**src/rtl/merger_p.sv**
```systemverilog
// merger_p: two-way streaming merger of ascending runs, each run closed by an all-zero record.
// Define MERGER_P_STATS_EN to add the o_rec_count / o_run_count statistics ports.

module merger_p_fifo #(
  parameter int unsigned DATA_W = 32,
  parameter int unsigned DEPTH  = 16
) (
  input  logic              i_clk,
  input  logic              i_rst,
  input  logic              push,
  input  logic [DATA_W-1:0] push_data,
  input  logic              pop,
  output logic [DATA_W-1:0] head,
  output logic              empty,
  output logic              full
);

  localparam int unsigned AW = $clog2(DEPTH);
  localparam int unsigned CW = AW + 1;

  logic [DATA_W-1:0] mem [DEPTH];
  logic [AW-1:0]     wr_ptr;
  logic [AW-1:0]     rd_ptr;
  logic [CW-1:0]     cnt;
  logic [CW-1:0]     cnt_nxt;
  logic              do_push;
  logic              do_pop;

  assign do_push = push & ~full;
  assign do_pop  = pop & ~empty;
  assign cnt_nxt = cnt + CW'(do_push) - CW'(do_pop);

  // Storage carries no reset; validity is tracked by the pointers and count.
  always_ff @(posedge i_clk) begin
    if (do_push) begin
      mem[wr_ptr] <= push_data;
    end
  end

  // full is registered so upstream read never sees a same-cycle pop.
  always_ff @(posedge i_clk) begin
    if (i_rst) begin
      wr_ptr <= '0;
      rd_ptr <= '0;
      cnt    <= '0;
      full   <= 1'b0;
    end else begin
      if (do_push) begin
        wr_ptr <= wr_ptr + AW'(1);
      end
      if (do_pop) begin
        rd_ptr <= rd_ptr + AW'(1);
      end
      cnt  <= cnt_nxt;
      full <= (cnt_nxt == CW'(DEPTH));
    end
  end

  assign head  = mem[rd_ptr];
  assign empty = (cnt == '0);

endmodule

module merger_p #(
  parameter int unsigned DATA_W     = 32,
  parameter int unsigned KEY_W      = 32,
  parameter int unsigned FIFO_DEPTH = 16
) (
  input  logic              i_clk,
  input  logic              i_rst,
  input  logic [DATA_W-1:0] i_fifo_1,
  input  logic              i_fifo_1_empty,
  output logic              o_fifo_1_read,
  input  logic [DATA_W-1:0] i_fifo_2,
  input  logic              i_fifo_2_empty,
  output logic              o_fifo_2_read,
  input  logic              i_fifo_out_ready,
  output logic              o_out_fifo_write,
  output logic [DATA_W-1:0] o_data
`ifdef MERGER_P_STATS_EN
  ,
  output logic [31:0]       o_rec_count,
  output logic [31:0]       o_run_count
`endif
);

  typedef enum logic [1:0] {
    ST_MERGE   = 2'd0,
    ST_DRAIN_A = 2'd1,
    ST_DRAIN_B = 2'd2,
    ST_TERM    = 2'd3
  } state_t;

  state_t            state;
  state_t            state_nxt;

  logic [DATA_W-1:0] head_a;
  logic [DATA_W-1:0] head_b;
  logic              empty_a;
  logic              empty_b;
  logic              full_a;
  logic              full_b;
  logic              pop_a;
  logic              pop_b;
  logic              emit;
  logic [DATA_W-1:0] emit_data;

  logic [KEY_W-1:0]  key_a;
  logic [KEY_W-1:0]  key_b;
  logic              zero_a;
  logic              zero_b;
  logic              a_le_b;

  assign o_fifo_1_read = ~i_fifo_1_empty & ~full_a & ~i_rst;
  assign o_fifo_2_read = ~i_fifo_2_empty & ~full_b & ~i_rst;

  merger_p_fifo #(
    .DATA_W (DATA_W),
    .DEPTH  (FIFO_DEPTH)
  ) u_fifo_a (
    .i_clk     (i_clk),
    .i_rst     (i_rst),
    .push      (o_fifo_1_read),
    .push_data (i_fifo_1),
    .pop       (pop_a),
    .head      (head_a),
    .empty     (empty_a),
    .full      (full_a)
  );

  merger_p_fifo #(
    .DATA_W (DATA_W),
    .DEPTH  (FIFO_DEPTH)
  ) u_fifo_b (
    .i_clk     (i_clk),
    .i_rst     (i_rst),
    .push      (o_fifo_2_read),
    .push_data (i_fifo_2),
    .pop       (pop_b),
    .head      (head_b),
    .empty     (empty_b),
    .full      (full_b)
  );

  // Only the key field takes part in ordering; ties go to stream A.
  assign key_a  = head_a[DATA_W-1 -: KEY_W];
  assign key_b  = head_b[DATA_W-1 -: KEY_W];
  assign a_le_b = (key_a <= key_b);
  assign zero_a = (head_a == '0);
  assign zero_b = (head_b == '0);

  always_ff @(posedge i_clk) begin
    if (i_rst) begin
      state <= ST_MERGE;
    end else begin
      state <= state_nxt;
    end
  end

  // Nothing moves unless downstream is ready and every head the state needs is present.
  always_comb begin
    state_nxt = state;
    pop_a     = 1'b0;
    pop_b     = 1'b0;
    emit      = 1'b0;
    emit_data = '0;
    case (state)
      ST_MERGE: begin
        if (i_fifo_out_ready && !empty_a && !empty_b) begin
          if (zero_a && zero_b) begin
            pop_a = 1'b1;
            pop_b = 1'b1;
            emit  = 1'b1;
          end else if (zero_a) begin
            state_nxt = ST_DRAIN_B;
          end else if (zero_b) begin
            state_nxt = ST_DRAIN_A;
          end else if (a_le_b) begin
            pop_a     = 1'b1;
            emit      = 1'b1;
            emit_data = head_a;
          end else begin
            pop_b     = 1'b1;
            emit      = 1'b1;
            emit_data = head_b;
          end
        end
      end
      ST_DRAIN_A: begin
        if (i_fifo_out_ready && !empty_a) begin
          if (zero_a) begin
            state_nxt = ST_TERM;
          end else begin
            pop_a     = 1'b1;
            emit      = 1'b1;
            emit_data = head_a;
          end
        end
      end
      ST_DRAIN_B: begin
        if (i_fifo_out_ready && !empty_b) begin
          if (zero_b) begin
            state_nxt = ST_TERM;
          end else begin
            pop_b     = 1'b1;
            emit      = 1'b1;
            emit_data = head_b;
          end
        end
      end
      ST_TERM: begin
        if (i_fifo_out_ready && !empty_a && !empty_b) begin
          pop_a     = 1'b1;
          pop_b     = 1'b1;
          emit      = 1'b1;
          state_nxt = ST_MERGE;
        end
      end
      default: begin
        state_nxt = ST_MERGE;
      end
    endcase
  end

  // o_data holds its last value whenever nothing is emitted.
  always_ff @(posedge i_clk) begin
    if (i_rst) begin
      o_out_fifo_write <= 1'b0;
      o_data           <= '0;
    end else begin
      o_out_fifo_write <= emit;
      if (emit) begin
        o_data <= emit_data;
      end
    end
  end

`ifdef MERGER_P_STATS_EN
  always_ff @(posedge i_clk) begin
    if (i_rst) begin
      o_rec_count <= 32'd0;
      o_run_count <= 32'd0;
    end else if (emit) begin
      if (emit_data == '0) begin
        o_run_count <= o_run_count + 32'd1;
      end else begin
        o_rec_count <= o_rec_count + 32'd1;
      end
    end
  end
`endif

endmodule

```
**config.mk**
```make
export PLATFORM = sky130hd
export DESIGN_NAME = merger_p
export DESIGN_NICKNAME = d
export VERILOG_FILES = /design/src/rtl/merger_p.sv
export SDC_FILE = /design/constraint.sdc
export NUM_CORES = 1
export LEC_CHECK = 0
export ABC_CLOCK_PERIOD_IN_PS = 5300
export CORE_MARGIN = 8
export CORE_UTILIZATION = 30
export DETAILED_ROUTE_END_ITERATION = 7
export REMOVE_ABC_BUFFERS = 1
export SLEW_MARGIN = 15
export SYNTH_ARGS = -nofsm -noshare
export SYNTH_HDL_FRONTEND = slang
export SYNTH_SLANG_ARGS = --single-unit
```
**constraint.sdc**
```tcl
create_clock -name i_clk -period 5.3 [get_ports i_clk]
set_input_delay 0.795 -clock i_clk [delete_from_list [all_inputs] [get_ports i_clk]]
set_output_delay 0.795 -clock i_clk [all_outputs]
set_load 0.02 [all_outputs]
```
Word level (Yosys, flattened, before mapping)
Memory sizes are Yosys's and may differ from the RTL's. A register that Yosys moved wholly into a read port is not among the register bits.
Index checks and enable logic that the tools add are counted.
{"block": "word_totals", "reg_bits": 63, "ramBits": 1024, "in_bits": 69, "output_inout_bits": 35, "word_cells": 111, "n_memories": 2}
{"block": "op_classes", "addsub": 8, "n_lt_le_gt_ge": 1, "eq_ne": 13, "muxes": 49, "bitwise": 15, "n_reduce_logical": 12}
{"name": "u_fifo_a.mem", "depth": 16, "word_bits": 32, "read_ports": 1, "rd_ports_with_merged_regs": 1, "write_ports": 1, "line_no": "21", "source": "logic [DATA_W-1:0] mem [DEPTH];"}
{"name": "u_fifo_b.mem", "depth": 16, "word_bits": 32, "read_ports": 1, "rd_ports_with_merged_regs": 1, "write_ports": 1, "line_no": "21"}
{"op": "two-way mux 32 bit", "n": 9}
{"op": "case mux 32 bit (3 select lines)", "n": 1}
{"op": "zero test 32 bit", "n": 2}
{"op": "less-or-equal comparator 32 bit", "n": 1}
{"op": "two-way mux 1 bit", "n": 22}
{"op": "two-way mux 2 bit", "n": 9}
{"op": "adder 4 x 1 -> 4 bit, second input constant", "n": 4}
{"op": "two-way mux 4 bit", "n": 4}
{"op": "!= test 2 bit, second input constant", "n": 7}
{"op": "adder 5 x 1 -> 5 bit", "n": 2}
{"op": "== test 5 bit, second input constant", "n": 2}
{"op": "zero test 5 bit", "n": 2}
{"op": "subtractor 5 x 1 -> 5 bit", "n": 2}
{"op": "AND 1 bit", "n": 8}
{"op": "case mux 2 bit (4 select lines)", "n": 1}
{"op": "AND reduction 8 bit", "n": 1}
{"op": "inverter 1 bit", "n": 7}
{"op": "case mux 1 bit (3 select lines)", "n": 2}
{"op": "== test 2 bit, second input constant", "n": 2}
{"op": "logical AND 1 bit", "n": 4}
{"op": "case mux 1 bit (4 select lines)", "n": 1}
{"op": "!= test 3 bit, second input constant", "n": 1}
{"op": "== test 2 x 1 -> 1 bit, second input constant", "n": 1}
{"op": "zero test 1 bit", "n": 2}
{"op": "zero test 2 bit", "n": 1}

Logic depth before layout (Yosys ltp)
{"block": "depth", "word_depth": 10, "depth_mapped": 33, "depth_no_buf": 26}

Modules after synthesis
From an unflattened synthesis, not the netlist that was laid out.
{"block": "hier_totals", "cells_unflattened": 2085, "hier_area_um2": 42807.3}
{"module": "merger_p_fifo (u_fifo_b)", "instances": 1, "cells_each": 889, "area_per_inst_um2": 20040.5, "seq_area_each_um2": 15735.1}
{"module": "merger_p_fifo (u_fifo_a)", "instances": 1, "cells_each": 892, "area_per_inst_um2": 20039.2, "seq_area_each_um2": 15735.1}
{"module": "merger_p", "instances": 1, "cells_each": 304, "area_per_inst_um2": 2727.6, "seq_area_each_um2": 700.7}

Worst setup path after synthesis
OpenSTA, ideal clock, no wires.
{"block": "synth_path", "path_type": "register to register", "start": "register (tool-made name)", "end": "register u_fifo_a.full", "setup_time_ns": 0.061, "arrival_ns": 5.687, "required_ns": 5.239, "path_slack_ns": -0.448, "path_stages_with_launch": 27, "path_buffers": 4, "synth_period_minus_slack_ns": 5.748, "cell_sequence": "dfxtp_1 > buf_4 > buf_6 > buf_2 > buf_2 > mux4_2 > a211oi_1 > a31oi_1 > ha_1 > nand4_1 > nor4_1 > nand3_1 > nor3b_1 > a22oi_1 > o21ai_0 > o21ai_0 > a31oi_2 > a21oi_2 > ha_1 > inv_1 > ha_1 > fa_1 > a21oi_1 > nor2_1 > or3_1 > a21oi_1 > and4_1"}
{"element": "end signal: assignment", "line_no": "55", "source": "full <= (cnt_nxt == CW'(DEPTH));"}
{"element": "end: declaration", "line_no": "15", "source": "output logic full"}

==> impl_metrics.ini <==
[synthesis]
syn_avg_cell_area_um2 = 19.8
synth_enable_flop_cells = 1024
synth_warnings = 0
post_synth_inst_count = 2189
yosys.cell_types.count = 74
synth_async_sr_flop_share_pct = 0
synth_seq_area_share_pct = 74.3
syn-cell-area_um2 = 43300
synth_seq_cells = 1095
postSynth.topFlopCell = edfxtp_1

[die]
ioPinCount = 104
row_count = 139
dieHeight_um = 396
core_um2 = 143000
floorplan.initialDensity_pct = 30.2
die_x_um = 396
die_area_um2 = 157000

[sta]
finalWorstPathRequiredPeriod_ns = 5.60
hold_violations = 0
final_max_slew_viol_count = 0
finalSetupViolations = 6
setup_skew_ns = 0.0270
max_freq_ghz = 0.179
setup_ws_ns = -0.295
max_slew.worst_pin.slew_ns = 1.15
finalHoldWorstSlack_ns = 0.456
maxSlewHeadroom_pct = 22.9
rsz0062_at_grt = true
min_period_over_period_pct = 106

[pwr]
cell_internal_pwr_mw = 16.2
switching_power_mw = 5.60
sequentialPowerShare_pct = 45.2
swShare_pct = 25.7
power.clock.fraction_pct = 33.9
total_power_mw = 21.8
power.density_nw_per_um2 = 405
vdd.ir_drop.worst_uv = 245
comb_power_share_pct = 20.8
cellLeakagePower_nw = 17.3

[routing]
detail_route.drc_violations = 0
drt_pre_antenna_iters = 7
postRouteWirelength_mm = 117
number_of_nets_with_antenna_violations_after_detailed_routing = 0
wl_per_cell_um = 25.1
number_of_vias_per_cell = 5.04
num_vias = 23500
dr.first_iter.drc_count = 2322

[worst_setup_path]
critPathSlowestCell = mux4_2
slowest_delay_ns = 0.50
timing.critical_path.fanout_max = 6
worstPathArrival_ns = 6.23
timing.setup.critical_path_class = flip-flop to flip-flop
cp_num_buf_inv = 5
endpoint_kind = flip-flop
worst_path_dominant_cell_family = simple AND/OR/NAND/NOR gates
endpoint_required_time_on_the_critical_path_ns = 5.93
worstSetupStartpointType = flip-flop
critPathMostFrequentCell = a21oi_2

[run_status]
violations = setup timing
status = finished with violations

[final_layout]
design.final.nets = 2797
layout.cells.non_filler = 4661
p_r_area_growth_vs_syn_pct = 24.0
drive_gt1_share_pct = 32.4

[min_path]
timing.hold.worst.class = input pin to flip-flop

[placed_design]
gp_congestion = 0.837
detailed_place_hpwl_mm = 73.7
numPlacedInstances = 4406
placement.io_buffers = 103

[clock_network]
h-tree-depth = 3
cts-hold-fix-buffers = 0
number_of_buffers_created_by_cts = 103
clk_root_buffer_cell = clkbuf_16
insertion_delay_ns = 0.71
clock_tree_from_tritoncts = done
clk_transition_reported_paths_ns = 0.06
cts-root-to-sink-buffers = 3
clock_sinks = 1095

[global_route]
grt.total_usage_pct = 14.4
grt_antenna_before_repair = 24
pin_count_of_the_biggest_net_entering_global_routing = 40
gr-total-overflow = 0
grt_first_pass_wirelength_mm = 168
via_count_of_the_first_global_routing_pass = 23500

[job]
maxCapViolCount = 0
## worst register-to-register path: cells and delay by family (launching register included)
family	cells	cell delay, ns
AO/OA/AOI/OAI	8	1.34
adder cells (fa/ha/maj)	4	0.96
buffers and inverters	5	0.72
flip-flops	1	0.42
multiplexers	1	0.50
AND/OR/NAND/NOR	8	1.60
## cells in the mapped netlist, drive strengths merged (45+ instances only)
library cell  count  share of area [%]
edfxtp         1024                 71
a21oi            50               0.59
nor2             97               0.84
buf              61               0.95
mux2i            53                1.2
ha               62                1.8
clkbuf           47               0.41
nand2            69               0.60
mux4            247                 13
dfxtp            71                3.3
inv              45               0.39
o21ai            54               0.62
## final timing paths
| path | cells past startpoint | slack, ns | endpoint | from |
|---|---|---|---|---|
| max | 26 | -0.30 | u_fifo_a.full | flip-flop |
| min | 2 | 0.46 | u_fifo_a.wr_ptr[2] | i_rst |
| max reg2reg | 26 | -0.30 | u_fifo_a.full | flip-flop |
| min reg2reg | 2 | 0.48 | o_data[18] | o_data[18] |
## power by group through the flow
| stage | combinational [mW] | sequential [mW] | clock, mW |
|---|---|---|---|
| 2_1_floorplan | 2.17 | 10.2 | 0 |
| 3_3_place_gp | 4.03 | 10.0 | 0 |
| 4_1_cts | 4.46 | 9.83 | 7.53 |
| 3_5_place_dp | 4.05 | 10.0 | 0 |
| 6_report | 4.53 | 9.83 | 7.38 |
| 5_1_grt | 4.87 | 9.84 | 7.85 |
## per-layer routing
metal	share of wire (%)	vias to the layer above	track usage (%)
li1	-	9998	-
met1	43	12500	20.3
met2	47	832	23.1
met3	7.5	164	3.15
met4	1.9	12	2.95
met5	0.068	-	0
## state kept, by name (all words and copies together) (netlist names), named ones only
| register | count |
|---|---|
| u_fifo_b.full | 1 |
| u_fifo_b.wr_ptr | 4 |
| u_fifo_a.wr_ptr | 4 |
| u_fifo_b.cnt | 5 |
| state | 2 |
| u_fifo_b.mem | 512 |
| u_fifo_a.mem | 512 |
| u_fifo_b.rd_ptr | 4 |
| o_out_fifo_write | 1 |
| o_data | 32 |
| u_fifo_a.cnt | 5 |
| u_fifo_a.full | 1 |
| u_fifo_a.rd_ptr | 4 |
## cell families after synthesis
family | Yosys count | synth area share [%]
adder cells (fa/ha/maj) | 64 | 1.88
AO/OA/AOI/OAI | 247 | 4.03
flip-flops | 1095 | 74.3
AND/OR/NAND/NOR | 309 | 3.46
buffers and inverters | 153 | 1.75
multiplexers | 310 | 14.4
XOR/XNOR | 11 | 0.222
## final cells by class
class                      count  area [um^2]
fill                       13100        89800
sequential                  1095        32200
multi-input combinational    941        11000
timing repair buffer         478         4630
clock buffer                 127         2720
tap                         1903         2380
clock inverter                65          633
inverter                      45          169
antenna                        7         17.5
## repair_timing
| action | in CTS | in global routing |
|---|---|---|
| cloned | 6 | 0 |
| setup endpoints to repair | 10 | 9 |
| pin swaps | 34 | 12 |
| resized for setup | 73 | 17 |
| hold endpoints to repair | 0 | 0 |
| setup buffers | 42 | 8 |
## cells in the final DEF, fill, tap and decap left out, drive strengths merged, types with 5 or more instances in the layout
cell           Yosys  layout
nor4               7       7
o21ai             54      54
nor3              19      19
nand4             13      13
inv               45      52
a21o              17      17
a22oi             32      32
nand2b             9       9
clkdlybuf4s50      0     102
nor2b             20      20
or3                7       7
or2                5       5
nand3             43      43
dfxtp             71      71
clkbuf            47     127
mux2              10      10
mux2i             53      53
o21a               5       5
edfxtp          1024    1024
buf               61     371
ha                62      62
a211oi             5       5
xor2               7       7
bufbuf             0       5
a221oi            28      28
bufinv             0      10
mux4             247     247
nor2              97      97
and2               5       5
diode              0       7
a21oi             50      50
clkinv             0      45
a22o              27      27
nand2             69      69
## metrics by stage
step	TNS (ns)	cell area [um^2]	setup WS, ns	utilization, %
4_1_cts	-0.315	53500	-0.127	37.3
2_1_floorplan	-265.12	42700	-4.98	-
5_1_grt	-2.18	53700	-0.447	37.4
3_3_place_gp	-3.97	49300	-0.796	34.3
6_report	-1.02	53700	-0.295	37.4
3_5_place_dp	-3.97	49300	-0.762	34.3
Note: power is estimated with default switching activity, not from simulation.
